===== src/rtl/uart_pkg.sv =====
// Shared UART definitions: receive state encoding and parity modes.
// The parity mode constants are common to the TX frame builder.
package uart_pkg;

    typedef enum logic [2:0] {IDLE, START, DATA, PARITY, STOP, STOP2} rx_state_t;

    localparam logic [1:0] PAR_NONE = 2'd0;
    localparam logic [1:0] PAR_EVEN = 2'd1;
    localparam logic [1:0] PAR_ODD  = 2'd2;

    // x is the XOR of the data bits and the received parity bit.
    // Mode 3 behaves as even parity.
    function automatic logic par_error(input logic [1:0] mode, input logic x);
        if (mode == PAR_NONE) return 1'b0;
        if (mode == PAR_ODD)  return ~x;
        return x;
    endfunction

endpackage


===== src/rtl/uart_rx_sync.sv =====
// Two-flop synchroniser for the raw rx pin plus falling-edge detect.
// All flops reset to 1 so a freshly reset idle line never reports an edge.
module uart_rx_sync (
    input  logic clk,
    input  logic reset_n,
    input  logic rx,
    output logic rx_s,
    output logic rx_fall
);

    logic [2:0] ff;

    always_ff @(posedge clk or negedge reset_n) begin
        if (!reset_n) ff <= 3'b111;
        else          ff <= {ff[1], ff[0], rx};
    end

    assign rx_s    = ff[1];
    assign rx_fall = ff[2] & ~ff[1];

endmodule


===== src/rtl/uart_rx_deframe.sv =====
// UART receive deframer: 16x oversampled start/data/parity/stop sampling.
// Optional break detection output is enabled with UART_RX_BREAK_DETECT_EN.
module uart_rx_deframe
    import uart_pkg::*;
#(
    parameter int OVS   = 16,
    parameter int CNT_W = $clog2(OVS)
) (
    input  logic       clk,
    input  logic       reset_n,
    input  logic       s_tick,
    input  logic       rx,
    input  logic       d_num,
    input  logic       s_num,
    input  logic [1:0] par,
    output logic [7:0] data_out,
    output logic       data_valid,
    output logic       parity_err,
    output logic       frame_err,
    output logic       busy
`ifdef UART_RX_BREAK_DETECT_EN
    ,
    output logic       break_det
`endif
);

    rx_state_t        state, state_n;
    logic [CNT_W-1:0] tick_cnt;
    logic [2:0]       bit_cnt;
    logic [7:0]       shreg;
    logic [7:0]       data_m;
    logic [1:0]       pmode;
    logic             d8, s2, par_bit, stop_bad;
    logic             rx_s, rx_fall;
    logic             mid, full, last_bit, sample, done;

    uart_rx_sync u_sync (
        .clk     (clk),
        .reset_n (reset_n),
        .rx      (rx),
        .rx_s    (rx_s),
        .rx_fall (rx_fall)
    );

    assign mid      = s_tick && (tick_cnt == CNT_W'(OVS/2 - 1));
    assign full     = s_tick && (tick_cnt == CNT_W'(OVS - 1));
    assign last_bit = (bit_cnt == (d8 ? 3'd7 : 3'd6));
    assign data_m   = {d8 & shreg[7], shreg[6:0]};
    assign busy     = (state != IDLE);

    always_ff @(posedge clk or negedge reset_n) begin
        if (!reset_n) state <= IDLE;
        else          state <= state_n;
    end

    always_comb begin
        state_n = state;
        sample  = 1'b0;
        done    = 1'b0;
        case (state)
            IDLE:   if (rx_fall) state_n = START;
            START:  if (mid) begin
                        sample  = 1'b1;
                        state_n = rx_s ? IDLE : DATA;
                    end
            DATA:   if (full) begin
                        sample = 1'b1;
                        if (last_bit) state_n = (pmode != PAR_NONE) ? PARITY : STOP;
                    end
            PARITY: if (full) begin
                        sample  = 1'b1;
                        state_n = STOP;
                    end
            STOP:   if (full) begin
                        sample = 1'b1;
                        if (s2) state_n = STOP2;
                        else begin
                            state_n = IDLE;
                            done    = 1'b1;
                        end
                    end
            STOP2:  if (full) begin
                        sample  = 1'b1;
                        state_n = IDLE;
                        done    = 1'b1;
                    end
            default: state_n = IDLE;
        endcase
    end

    // Tick counter restarts at every sample point, so DATA/PARITY/STOP
    // samples land one full bit period after the mid-start sample.
    always_ff @(posedge clk or negedge reset_n) begin
        if (!reset_n)                      tick_cnt <= '0;
        else if (state == IDLE || sample)  tick_cnt <= '0;
        else if (s_tick)                   tick_cnt <= tick_cnt + 1'b1;
    end

    always_ff @(posedge clk or negedge reset_n) begin
        if (!reset_n) begin
            bit_cnt    <= '0;
            shreg      <= '0;
            pmode      <= PAR_NONE;
            d8         <= 1'b0;
            s2         <= 1'b0;
            par_bit    <= 1'b0;
            stop_bad   <= 1'b0;
            data_out   <= '0;
            data_valid <= 1'b0;
            parity_err <= 1'b0;
            frame_err  <= 1'b0;
        end else begin
            data_valid <= 1'b0;
            if (state == IDLE) begin
                bit_cnt  <= '0;
                stop_bad <= 1'b0;
                if (rx_fall) begin
                    d8    <= d_num;
                    s2    <= s_num;
                    pmode <= par;
                end
            end
            if (sample) begin
                case (state)
                    DATA: begin
                        shreg[bit_cnt] <= rx_s;
                        bit_cnt        <= bit_cnt + 3'd1;
                    end
                    PARITY:  par_bit  <= rx_s;
                    STOP:    stop_bad <= ~rx_s;
                    default: ;
                endcase
            end
            if (done) begin
                data_out   <= data_m;
                parity_err <= par_error(pmode, ^data_m ^ par_bit);
                frame_err  <= stop_bad | ~rx_s;
                data_valid <= 1'b1;
            end
        end
    end

`ifdef UART_RX_BREAK_DETECT_EN
    // In STOP the first stop sample is on the line now; in STOP2 it was captured.
    always_ff @(posedge clk or negedge reset_n) begin
        if (!reset_n) break_det <= 1'b0;
        else          break_det <= done && (data_m == 8'd0)
                                        && (pmode == PAR_NONE || !par_bit)
                                        && ((state == STOP) ? ~rx_s : stop_bad);
    end
`endif

endmodule


===== config.mk =====
export PLATFORM = sky130hd
export DESIGN_NAME = uart_rx_deframe
export DESIGN_NICKNAME = d
export VERILOG_FILES = /design/src/rtl/uart_pkg.sv /design/src/rtl/uart_rx_sync.sv /design/src/rtl/uart_rx_deframe.sv
export SDC_FILE = /design/constraint.sdc
export NUM_CORES = 1
export LEC_CHECK = 0
export CORE_ASPECT_RATIO = 1.2
export CORE_MARGIN = 2
export CORE_UTILIZATION = 45
export CTS_BUF_LIST = sky130_fd_sc_hd__clkbuf_4 sky130_fd_sc_hd__clkbuf_8 sky130_fd_sc_hd__clkbuf_16
export DETAILED_ROUTE_END_ITERATION = 8
export PLACE_DENSITY = 0.64
export SLEW_MARGIN = 15
export SYNTH_ARGS = -nofsm -noshare
export SYNTH_HDL_FRONTEND = slang
export SYNTH_SLANG_ARGS = --single-unit

===== constraint.sdc =====
create_clock -name clk -period 5.09 [get_ports clk]
set_input_delay 1.2725 -clock clk [delete_from_list [all_inputs] [get_ports clk]]
set_output_delay 1.2725 -clock clk [all_outputs]
set_load 0.01 [all_outputs]

==> metrics.md, run 1 <==
| Metric | Value |
|---|---|
| Status | `completed` |
| Layout cell share with drive strength beyond 1 | `23.8%` |
| Pre-antenna DRT Iters | `4` |
| I/O pin cnt | `20` |
| Sum Neg Setup Slack | `0 ns` |
| Core Footprint | `3970 sq um` |
| GRT Util Overall | `16.8%` |
| Clock transition at the registers of the reported paths | `0.07 ns` |
| Clk buf depth | `2` |
| Crit-path leading delay family | `buffers and inverters` |
| Crit Path Max Fanout | `13` |
| Seq/Total Area, Yosys | `51.0%` |
| Synth Area in Adders | `1.34%` |
| H-tree depth | `2` |
| Diodes inserted | `0` |
| Synthesized cell area | `1870 sq um` |
| Full die area | `4690 sq um` |
| Placed cells | `228` |
| Synth unique cells | `32` |
| Final-report max-slew violation count | `0` |
| Primary FF master, synth | `dfrtp_1` |
| Clk sinks | `38` |
| TritonCTS clock tree | `yes` |
| Vias in the first global route | `1,278` |
| Synth Area in XOR/XNOR | `6.35%` |
| Relative slew slack | `44.2%` |
| Residual DRC | `0` |
| Finished Layout Cells | `235` |
| CP startpoint kind | `flop` |
| Achievable frequency | `308 MHz` |
| RSZ-0062 raised after global routing | `false` |
| DR WL/cell | `14.4 um` |
| Post-synth net total | `172` |
| Largest vdd supply drop | `0.000176 V` |
| Worst-path cell chain | `nor3_1 -> inv_1 -> clkdlybuf4s50_1` |
| Worst EP required | `3.82 ns` |
| Final Hold Viols | `0` |
| Crit path arrival time | `1.97 ns` |
| Post-DP HPWL | `2.39 mm` |
| Initial antenna violation count | `0` |
| CP peak stage delay | `0.55 ns` |
| Post-synth EDFFs | `0` |
| GP Congestion | `0.790` |
| Starting Density | `47.1%` |
| FP Rows | `25` |
| Slowest cell on the critical path | `dfrtp_1` |
| Nets | `191` |
| Largest family of logic cells by synthesized area | `simple AND/OR/NAND/NOR gates` |
| Vias/cell | `5.16` |
| Total gr overflow | `0` |
| TritonCTS buffer count | `5` |
| Die height | `74.6 um` |
| Initial drt markers | `69` |
| Synth Area in Compound Gates | `5.69%` |
| Die span in x | `62.9 um` |
| Seq cells post-synth | `38` |
| Post-Synth Simple-Gate Area | `18.5%` |
| Buf+Inv Stages, Crit Path | `2` |
| Yosys warnings | `0` |
| Multiplexer share of the synthesized area | `13.6%` |
| Via count | `1,213` |
| Fin crit period | `3.24 ns` |
| Final setup viols | `0` |
| CP Capture Type | `output pin` |
| Max-Cap Viols | `0` |
| Syn avg cell area | `11.5 sq um` |
| CTS resizes | `0` |
| Largest net degree at the start of global routing | `39` |
| CP Class | `reg -> out` |
| Final Skew | `0.00582 ns` |
| Worst-Margin Slew | `0.836 ns` |
| Routed wire length | `3.38 mm` |
| Lkg Pwr | `0.974 nW` |
| Synthesized instance count | `162` |
| Period utilization | `63.7%` |
| Wire length of the first global-routing pass | `5.98 mm` |
| IO buf count | `19` |
| Post-route ant nets | `0` |
| Finished Core Util | `55.2%` |
| Worst-skew pair later-pin latency | `0.29 ns` |
| Synthesis-to-layout area growth | `17.3%` |
| Clk root buf | `clkbuf_8` |
| PD cells | `387 nW/um^2` |
| Hold Path Class | `reg -> reg` |
| Ys async rst share | `100%` |
| Hold bufs inserted after CTS | `0` |
| Setup Buffers After CTS | `0` |
==> per-stage QoR <==
step / setup WS (ns) / hold WS (ns) / power (mW) / area [sq um]
floorplan: 2.53 / 0.345 / 0.540 / 1870
global placement: 1.81 / 0.347 / 0.587 / 2080
CTS: 1.81 / 0.358 / 0.860 / 2190
global route: 1.74 / 0.362 / 0.902 / 2190
detailed placement: 1.78 / 0.348 / 0.599 / 2080
finish: 1.85 / 0.356 / 0.849 / 2190
==> final timing paths <==
| check | start | cells after the start | slack, ns | end |
|---|---|---|---|---|
| max | state[1]$_DFFE_PN0P_ | 3 | 1.85 | busy |
| min | u_sync.ff[0]$_DFF_PN1_ | 0 | 0.36 | u_sync.ff[1]$_DFF_PN1_ |
| max reg2reg | state[1]$_DFFE_PN0P_ | 5 | 3.10 | shreg[3]$_DFFE_PN0P_ |
| min reg2reg | u_sync.ff[0]$_DFF_PN1_ | 0 | 0.36 | u_sync.ff[1]$_DFF_PN1_ |
| max in group asynchronous | reset_n | 1 | 3.47 | bit_cnt[0]$_DFF_PN0_ |
| min in group asynchronous | reset_n | 1 | 1.07 | tick_cnt[3]$_DFFE_PN0P_ |
==> registers in the layout (all words and copies together) (netlist names), 2 cells and up <==
| name | count |
|---|---|
| bit_cnt | 3 |
| data_out | 8 |
| u_sync.ff | 3 |
| state | 3 |
| shreg | 8 |
| pmode | 2 |
| tick_cnt | 4 |
==> cell usage in the layout, fill, tap and decap left out <==
cell / n
dfrtp_1: 35
mux2_2: 20
clkdlybuf4s50_1: 18
o21ai_0: 16
nor2_1: 11
nand2_1: 10
nor2b_1: 7
xnor2_1: 7
inv_1: 6
nor3b_2: 6
clkbuf_8: 6
nor3_1: 5
nand3_1: 5
xor2_1: 4
a21oi_1: 4
mux2i_1: 3
dfstp_2: 3
ha_1: 2
nand4_4: 1
nor4_4: 1
and2b_2: 1
nand2b_2: 1
nor3_2: 1
nand2_2: 1
nand4b_1: 1
nand4_1: 1
xnor3_1: 1
o22ai_1: 1
nand2b_1: 1
bufinv_16: 1
buf_2: 1
==> power breakdown <==
group | leakage [nW] | switching (mW) | internal, mW
clock | 0.0573 | 0.101 | 0.157
combinational | 0.420 | 0.106 | 0.0900
sequential | 0.496 | 0.0564 | 0.339
==> cell families (layout without fill, tap and decap cells) <==
kind of cell             Yosys count  in the layout
XOR/XNOR                          12             12
AND/OR/NAND/NOR                   53             53
AO/OA/AOI/OAI                     21             21
buffers and inverters             13             32
multiplexers                      23             23
flip-flops                        38             38
adder cells (fa/ha/maj)            2              2
==> Yosys cell counts (all sizes together), types with 3 or more instances <==
library cell  count  area (sq um)
nand3             5          25.0
xor2              4          35.0
dfstp             3          78.8
mux2i             3          30.0
dfrtp            35           876
o21ai            16          80.1
a21oi             4          20.0
xnor2             7          61.3
nor3              6          35.0
nor3b             6          75.1
inv               6          22.5
nor2             11          41.3
nand2            11          43.8
nor2b             7          43.8
mux2             20           225
buf               5          33.8
==> worst register-to-register path, delay by kind of cell, from the launching register on <==
family           cells  cell delay (ns)
AND/OR/NAND/NOR      4             0.89
flip-flops           1             0.64
multiplexers         1             0.35
==> area by class of cell <==
class,count,area (sq um)
fill,387,1780
inverter,6,22.5
clock inverter,1,30.0
multi-input combinational,111,851
clock buffer,6,82.6
sequential,38,955
timing repair buffer,19,185
tap,54,67.6
==> layer usage <==
metal | global-route usage [%] | wire [um] | up-vias
met3 | 4.33 | 96 | 4
met4 | 9.38 | 65 | 0
met5 | 0 | 0 | -
met2 | 28.8 | 1750 | 17
li1 | - | - | 588
met1 | 19.5 | 1470 | 604
Power figures use the tool's default switching activity.
==> inputs of run 2 (changes only) <==
Settings changed: PLACE_DENSITY 0.64 to 0.66.
Clock period 5.09 ns to 2.97 ns, I/O delays scaled along.
==> run 2 against run 1 <==
First-iteration DRC count is 41% lower; critical path depth stayed put; combinational power is 84% higher; non-clock buffer count is 2 higher; clock skew is 0.0035 ns lower; count of clock-buffer cells in the layout is 1 higher; register-to-register slack worse by 2.1 ns; final area is 0.11% lower.
==> metrics.md, run 2 (synthesis gave the netlist of run 1 again) <==
| Metric | Value |
|---|---|
| Status | `completed (unchanged)` |
| Die height | `74.6 um (unchanged)` |
| CTS resizes | `0 (unchanged)` |
| PD cells | `637 nW/um^2 (was 387 nW/um^2)` |
| Routed wire length | `3.34 mm (was 3.38 mm)` |
| Synthesis-to-layout area growth | `17.1% (was 17.3%)` |
| Lkg Pwr | `0.979 nW (was 0.974 nW)` |
| Full die area | `4690 sq um (unchanged)` |
| Final setup viols | `0 (unchanged)` |
| DR WL/cell | `14.0 um (was 14.4 um)` |
| Reg2reg end | `state[0]$_DFFE_PN0P_ (was shreg[3]$_DFFE_PN0P_)` |
| Largest vdd supply drop | `0.000315 V (was 0.000176 V)` |
| Starting Density | `47.1% (unchanged)` |
| Cell Int Power | `937 uW (was 586 uW)` |
| Fin crit period | `2.80 ns` |
| Setup Buffers After CTS | `0 (unchanged)` |
| Worst r2r path cells | `6 (was 5)` |
| IO buf count | `19 (unchanged)` |
| Total gr overflow | `0 (unchanged)` |
| Worst Hold Launch | `u_sync.ff[0]$_DFF_PN1_ (unchanged)` |
| Sum Neg Setup Slack | `0 ns (unchanged)` |
| Relative slew slack | `46.3% (was 44.2%)` |
| Final-report max-slew violation count | `0 (unchanged)` |
| CP Launch Point | `state[0]$_DFFE_PN0P_ (was state[1]$_DFFE_PN0P_)` |
| TritonCTS buffer count | `5 (unchanged)` |
| Worst-Margin Slew | `0.806 ns (was 0.836 ns)` |
| Most frequent cells in the layout | `dfrtp_1 (35), mux2_2 (20), clkdlybuf4s50_1 (18) (unchanged)` |
| Comb power frac | `25.9% (was 23.1%)` |
| Clock power share | `26.7% (was 30.3%)` |
| Layout cell share with drive strength beyond 1 | `25.0% (was 23.8%)` |
| DP Worst Slack | `0.334 ns (was 1.78 ns)` |
| Clk root buf | `clkbuf_8 (unchanged)` |
| Worst-skew pair later-pin latency | `0.29 ns (about the same)` |
| GP Congestion | `0.846 (was 0.790)` |
| Core Footprint | `3970 sq um (unchanged)` |
| Period utilization | `94.2%` |
| RSZ-0062 raised after global routing | `false (unchanged)` |
| Final Skew | `0.00233 ns (was 0.00582 ns)` |
| Hold bufs inserted after CTS | `0 (unchanged)` |
| Max-Cap Viols | `0 (unchanged)` |
| GRT Util Overall | `16.2% (was 16.8%)` |
| Switching share of power | `32.8% (was 31.0%)` |
| H-tree depth | `2 (unchanged)` |
| CP startpoint kind | `flop (unchanged)` |
| Reg power frac | `47.4% (was 46.6%)` |
| Diodes inserted | `0 (unchanged)` |
| Largest net degree at the start of global routing | `39 (unchanged)` |
| Post-DP HPWL | `2.43 mm (was 2.39 mm)` |
| Worst reg2reg startpoint | `state[0]$_DFFE_PN0P_ (was state[1]$_DFFE_PN0P_)` |
| Clk buf depth | `2 (unchanged)` |
| Crit Path Max Fanout | `10 (was 13)` |
| Via count | `1,208 (was 1,213)` |
| Initial drt markers | `41 (was 69)` |
| Tot Pwr | `1.40 mW (was 849 uW)` |
| Pre-antenna DRT Iters | `4 (unchanged)` |
| Residual DRC | `0 (unchanged)` |
| Post-route ant nets | `0 (unchanged)` |
| Final Hold Viols | `0 (unchanged)` |
| Final Worst Setup Slack | `0.172 ns (was 1.85 ns)` |
| Hold slack | `0.360 ns (was 0.356 ns)` |
| Vias in the first global route | `1,236 (was 1,278)` |
| FP Rows | `25 (unchanged)` |
| TritonCTS clock tree | `yes (unchanged)` |
| Initial antenna violation count | `0 (unchanged)` |
| Worst EP required | `2.23 ns (was 3.82 ns)` |
| Hold Path Class | `reg -> reg (unchanged)` |
| CP Class | `reg -> out (unchanged)` |
| Vias/cell | `5.08 (was 5.16)` |
| P_sw | `458 uW (was 264 uW)` |
| Hold path cells | `0 (unchanged)` |
| I/O pin cnt | `20 (unchanged)` |
| Clk sinks | `38 (unchanged)` |
| Crit path arrival time | `2.06 ns (was 1.97 ns)` |
| CP Capture Type | `output pin (unchanged)` |
| Most common cell after layout, fill and taps aside | `dfrtp_1 (unchanged)` |
| Wire length of the first global-routing pass | `5.76 mm (was 5.98 mm)` |
| Die span in x | `62.9 um (unchanged)` |
| Flop-to-flop setup slack | `1.04 ns (was 3.10 ns)` |
| Nets | `193 (was 191)` |
| Clock transition at the registers of the reported paths | `0.07 ns (about the same)` |
| Biggest regs | `data_out: 8 flops, shreg: 8 flops, tick_cnt: 4 flops (unchanged)` |
| Achievable frequency | `357 MHz` |
| Crit path to | `busy (unchanged)` |
==> run 2: cell types whose count changed in the layout (fill, tap and decap cells not counted), sizes merged <==
cell    delta
bufinv     -1
clkbuf     +1
buf        +2
clkinv     +1
==> run 2: area by class of cell <==
type,instances,area [sq um]
fillers,349,1780
flip-flops and latches,38,955
clock buffers,7,90.1
clock inverters,1,5.00
repair buffers,21,200
multi-input cells,111,851
inverters,6,22.5
well taps,54,67.6
==> run 2: per-layer routing <==
layer	global-route usage (%)	part of all wire (%)	up-vias
li1	-	-	593
met1	19.8	44	581
met2	26.8	51	26
met3	3.74	3.2	8
met4	9.63	2.7	0
met5	0	0	-
==> run 2: worst max-delay path, stage by stage, from the launching register on <==
cell	delay, ns
dfrtp_1	0.49
nor3_1	0.49
inv_1	0.25
clkdlybuf4s50_1	0.54
==> run 2: metrics by stage <==
step / cells / cell area, sq um / util [%]
2_1_floorplan: 162 / 1870 / -
3_3_place_gp: 230 / 2100 / 52.8
3_5_place_dp: 230 / 2100 / 52.8
4_1_cts: 238 / 2190 / 55.1
5_1_grt: 238 / 2190 / 55.1
6_report: 238 / 2190 / 55.1
==> run 2: worst min-delay path by stage <==
stage	endpoint	slack (ns)
2_1_floorplan	u_sync.ff[1]$_DFF_PN1_	0.35
3_3_place_gp	u_sync.ff[1]$_DFF_PN1_	0.35
3_5_place_dp	u_sync.ff[1]$_DFF_PN1_	0.35
4_1_cts	u_sync.ff[1]$_DFF_PN1_	0.36
5_1_grt	u_sync.ff[1]$_DFF_PN1_	0.36
6_report	u_sync.ff[1]$_DFF_PN1_	0.36
==> run 2: power groups by stage <==
stage | Clock, mW | Combinational (mW) | Sequential (mW)
after floorplan | 0 | 0.298 | 0.628
after global placement | 0 | 0.347 | 0.665
after detailed placement | 0 | 0.364 | 0.669
after CTS | 0.387 | 0.365 | 0.659
after global routing | 0.404 | 0.403 | 0.670
final | 0.372 | 0.361 | 0.661
==> RTL edit, RTL diff (settings of run 1) <==
Compare `tick_cnt` against `CNT_W'(OVS/2 - 1)` with >= in place of ==.
--- a/src/rtl/uart_rx_deframe.sv
+++ b/src/rtl/uart_rx_deframe.sv
@@ -43,5 +43,5 @@
     );
 
-    assign mid      = s_tick && (tick_cnt == CNT_W'(OVS/2 - 1));
+    assign mid      = s_tick && (tick_cnt >= CNT_W'(OVS/2 - 1));
     assign full     = s_tick && (tick_cnt == CNT_W'(OVS - 1));
     assign last_bit = (bit_cnt == (d8 ? 3'd7 : 3'd6));
Check against the original RTL: same outputs for any inputs over 10 cycles, from zero or initial values and one cycle with reset_n low; that may be too few to reach the edited logic, so the function may still have changed.
==> RTL edit against run 1 <==
- fmax decreased by 1.1%
- cell area decreased by 1.9%
- sequential power decreased by 6.8%
- synthesized area decreased by 1.9%
- worst setup slack got worse by 0.037 ns
- clock power about the same
- sequential cell count unchanged
- wire length decreased by 3.3%
- global-route usage decreased by 0.85 points
- highest routed layer unchanged
- total power decreased by 15%
- synthesized cell count decreased by 0.62%
- non-clock buffer count unchanged
==> RTL edit: results (changes against run 1) <==
Cells and area
  – Final net count: 189 (-1.0%)
  – Share of cells above drive strength 1: 0.189 (-0.0487)

Worst setup path
  – CP max FO: 14 (+1)
  – Worst r2r src: tick_cnt[0]$_DFFE_PN0P_
  – Crit-path slowest cell: clkdlybuf4s50_1
  – R2R setup slack: 2.83 ns (-0.27 ns)
  – Crit path DAT: 3.45 ns (+1.48 ns)
  – Reg2reg end: data_out[3]$_DFFE_PN0P_

Placed design
  – Final Wtd Congestion: 0.780 (-1.3%)
  – Post-Place Cell Area: 2040 um^2 (-2.1%)
  – Post-DP HPWL: 2360 um (-1.1%)

Detailed routing
  – DR iter-0 viols: 52 (-25%)
  – Vias/cell: 5.24 (+1.6%)

GRT
  – Gr usage total: 0.159 (-0.00855)
  – First-pass GRT wire length: 5710 um (-4.4%)
  – Vias in the first global route: 1259 (-1.5%)

Synthesis
  – Netlist cell types: 39 (+22%)
  – Commonest cells in the netlist: dfrtp_1, mux2_2, nand2_1, nor2_1
  – Sequential element share of the synthesized area: 0.520 (+0.0101)
  – Adder and majority gate portion of the synthesized area: 0.0136 (+0.000265)
  – Synth Area in XOR/XNOR: 0.0600 (-0.00352)
  – Syn nets: 171 (-0.58%)
  – Post-synthesis compound-gate area fraction: 0.0778 (+0.0209)
  – Largest family of logic cells by synthesized area: multiplexers
  – Post-synthesis mux area share: 0.145 (+0.00816)

Power and ir drop
  – Pint: 0.537 mW (-8.4%)

Run status
  – Status: finished clean
## RTL edit: cell types whose count changed after synthesis, sizes merged, moves of 2 or more
cell            run 1  this run
o21ai              16         6
nor3b               6         0
o2bb2ai             0         3
a21oi               4         6
a31oi               0         2
and3                0         2
clkbuf              2         4
nand2              11        13
nor2b               7         5
nor3                6         4
nor4                1         3
## RTL edit: logic make-up after synthesis
logic type / after synthesis
AOI/OAI and AO/OA: 23
and+or+nand+nor: 49
buffers and inverters: 14
muxes: 24
DFF: 38
adders and majority gates: 2
xor gates and xnor gates: 11
## RTL edit: metrics by stage
stage	hold WS, ns	cells	util	setup slack [ns]
floorplan	0.345	161	-	2.61
global placement	0.347	226	0.517	1.60
detailed placement	0.347	226	0.517	1.49
CTS	0.357	234	0.546	1.78
global route	0.367	234	0.546	1.64
finish	0.356	234	0.546	1.81
## RTL edit: area by class of cell
class | instances | area (um^2)
sequential | 38 | 955
clock inverter | 1 | 30.0
multi-input combinational | 109 | 807
clock buffer | 7 | 83.8
fill | 347 | 1790
tap | 54 | 67.6
timing repair buffer | 19 | 185
inverter | 6 | 22.5
## RTL edit: how the worst max path moves through the flow
| stage | start | end | slack, ns | cells past startpoint |
|---|---|---|---|---|
| floorplan | s_tick | data_out[6]$_DFFE_PN0P_ | 2.61 | 7 |
| global placement | s_tick | data_out[0]$_DFFE_PN0P_ | 1.60 | 5 |
| detailed placement | s_tick | data_out[3]$_DFFE_PN0P_ | 1.49 | 5 |
| CTS | s_tick | data_out[3]$_DFFE_PN0P_ | 1.78 | 5 |
| global route | s_tick | data_out[3]$_DFFE_PN0P_ | 1.64 | 5 |
| finish | s_tick | data_out[3]$_DFFE_PN0P_ | 1.81 | 5 |
## RTL edit: routing by layer
layer	GRT usage	up-vias	share of wire
met1	0.191	595	0.45
met2	0.279	28	0.49
met3	0.0484	6	0.043
met4	0.0519	0	0.014
li1	-	598	-
met5	0	-	0
## RTL edit: power by group through the flow
stage | logic, mW | registers (mW) | clock network (mW)
finish | 0.100 | 0.368 | 0.257
CTS | 0.102 | 0.369 | 0.263
global placement | 0.0973 | 0.372 | 0
floorplan | 0.0735 | 0.361 | 0
global route | 0.115 | 0.373 | 0.277
detailed placement | 0.101 | 0.374 | 0
## RTL edit: critical path: cells and delay by family
family                 cells  cell delay [ns]
and+or+nand+nor            2             0.88
buffers and inverters      1             0.63
muxes                      1             0.40
AOI/OAI and AO/OA          1             0.26
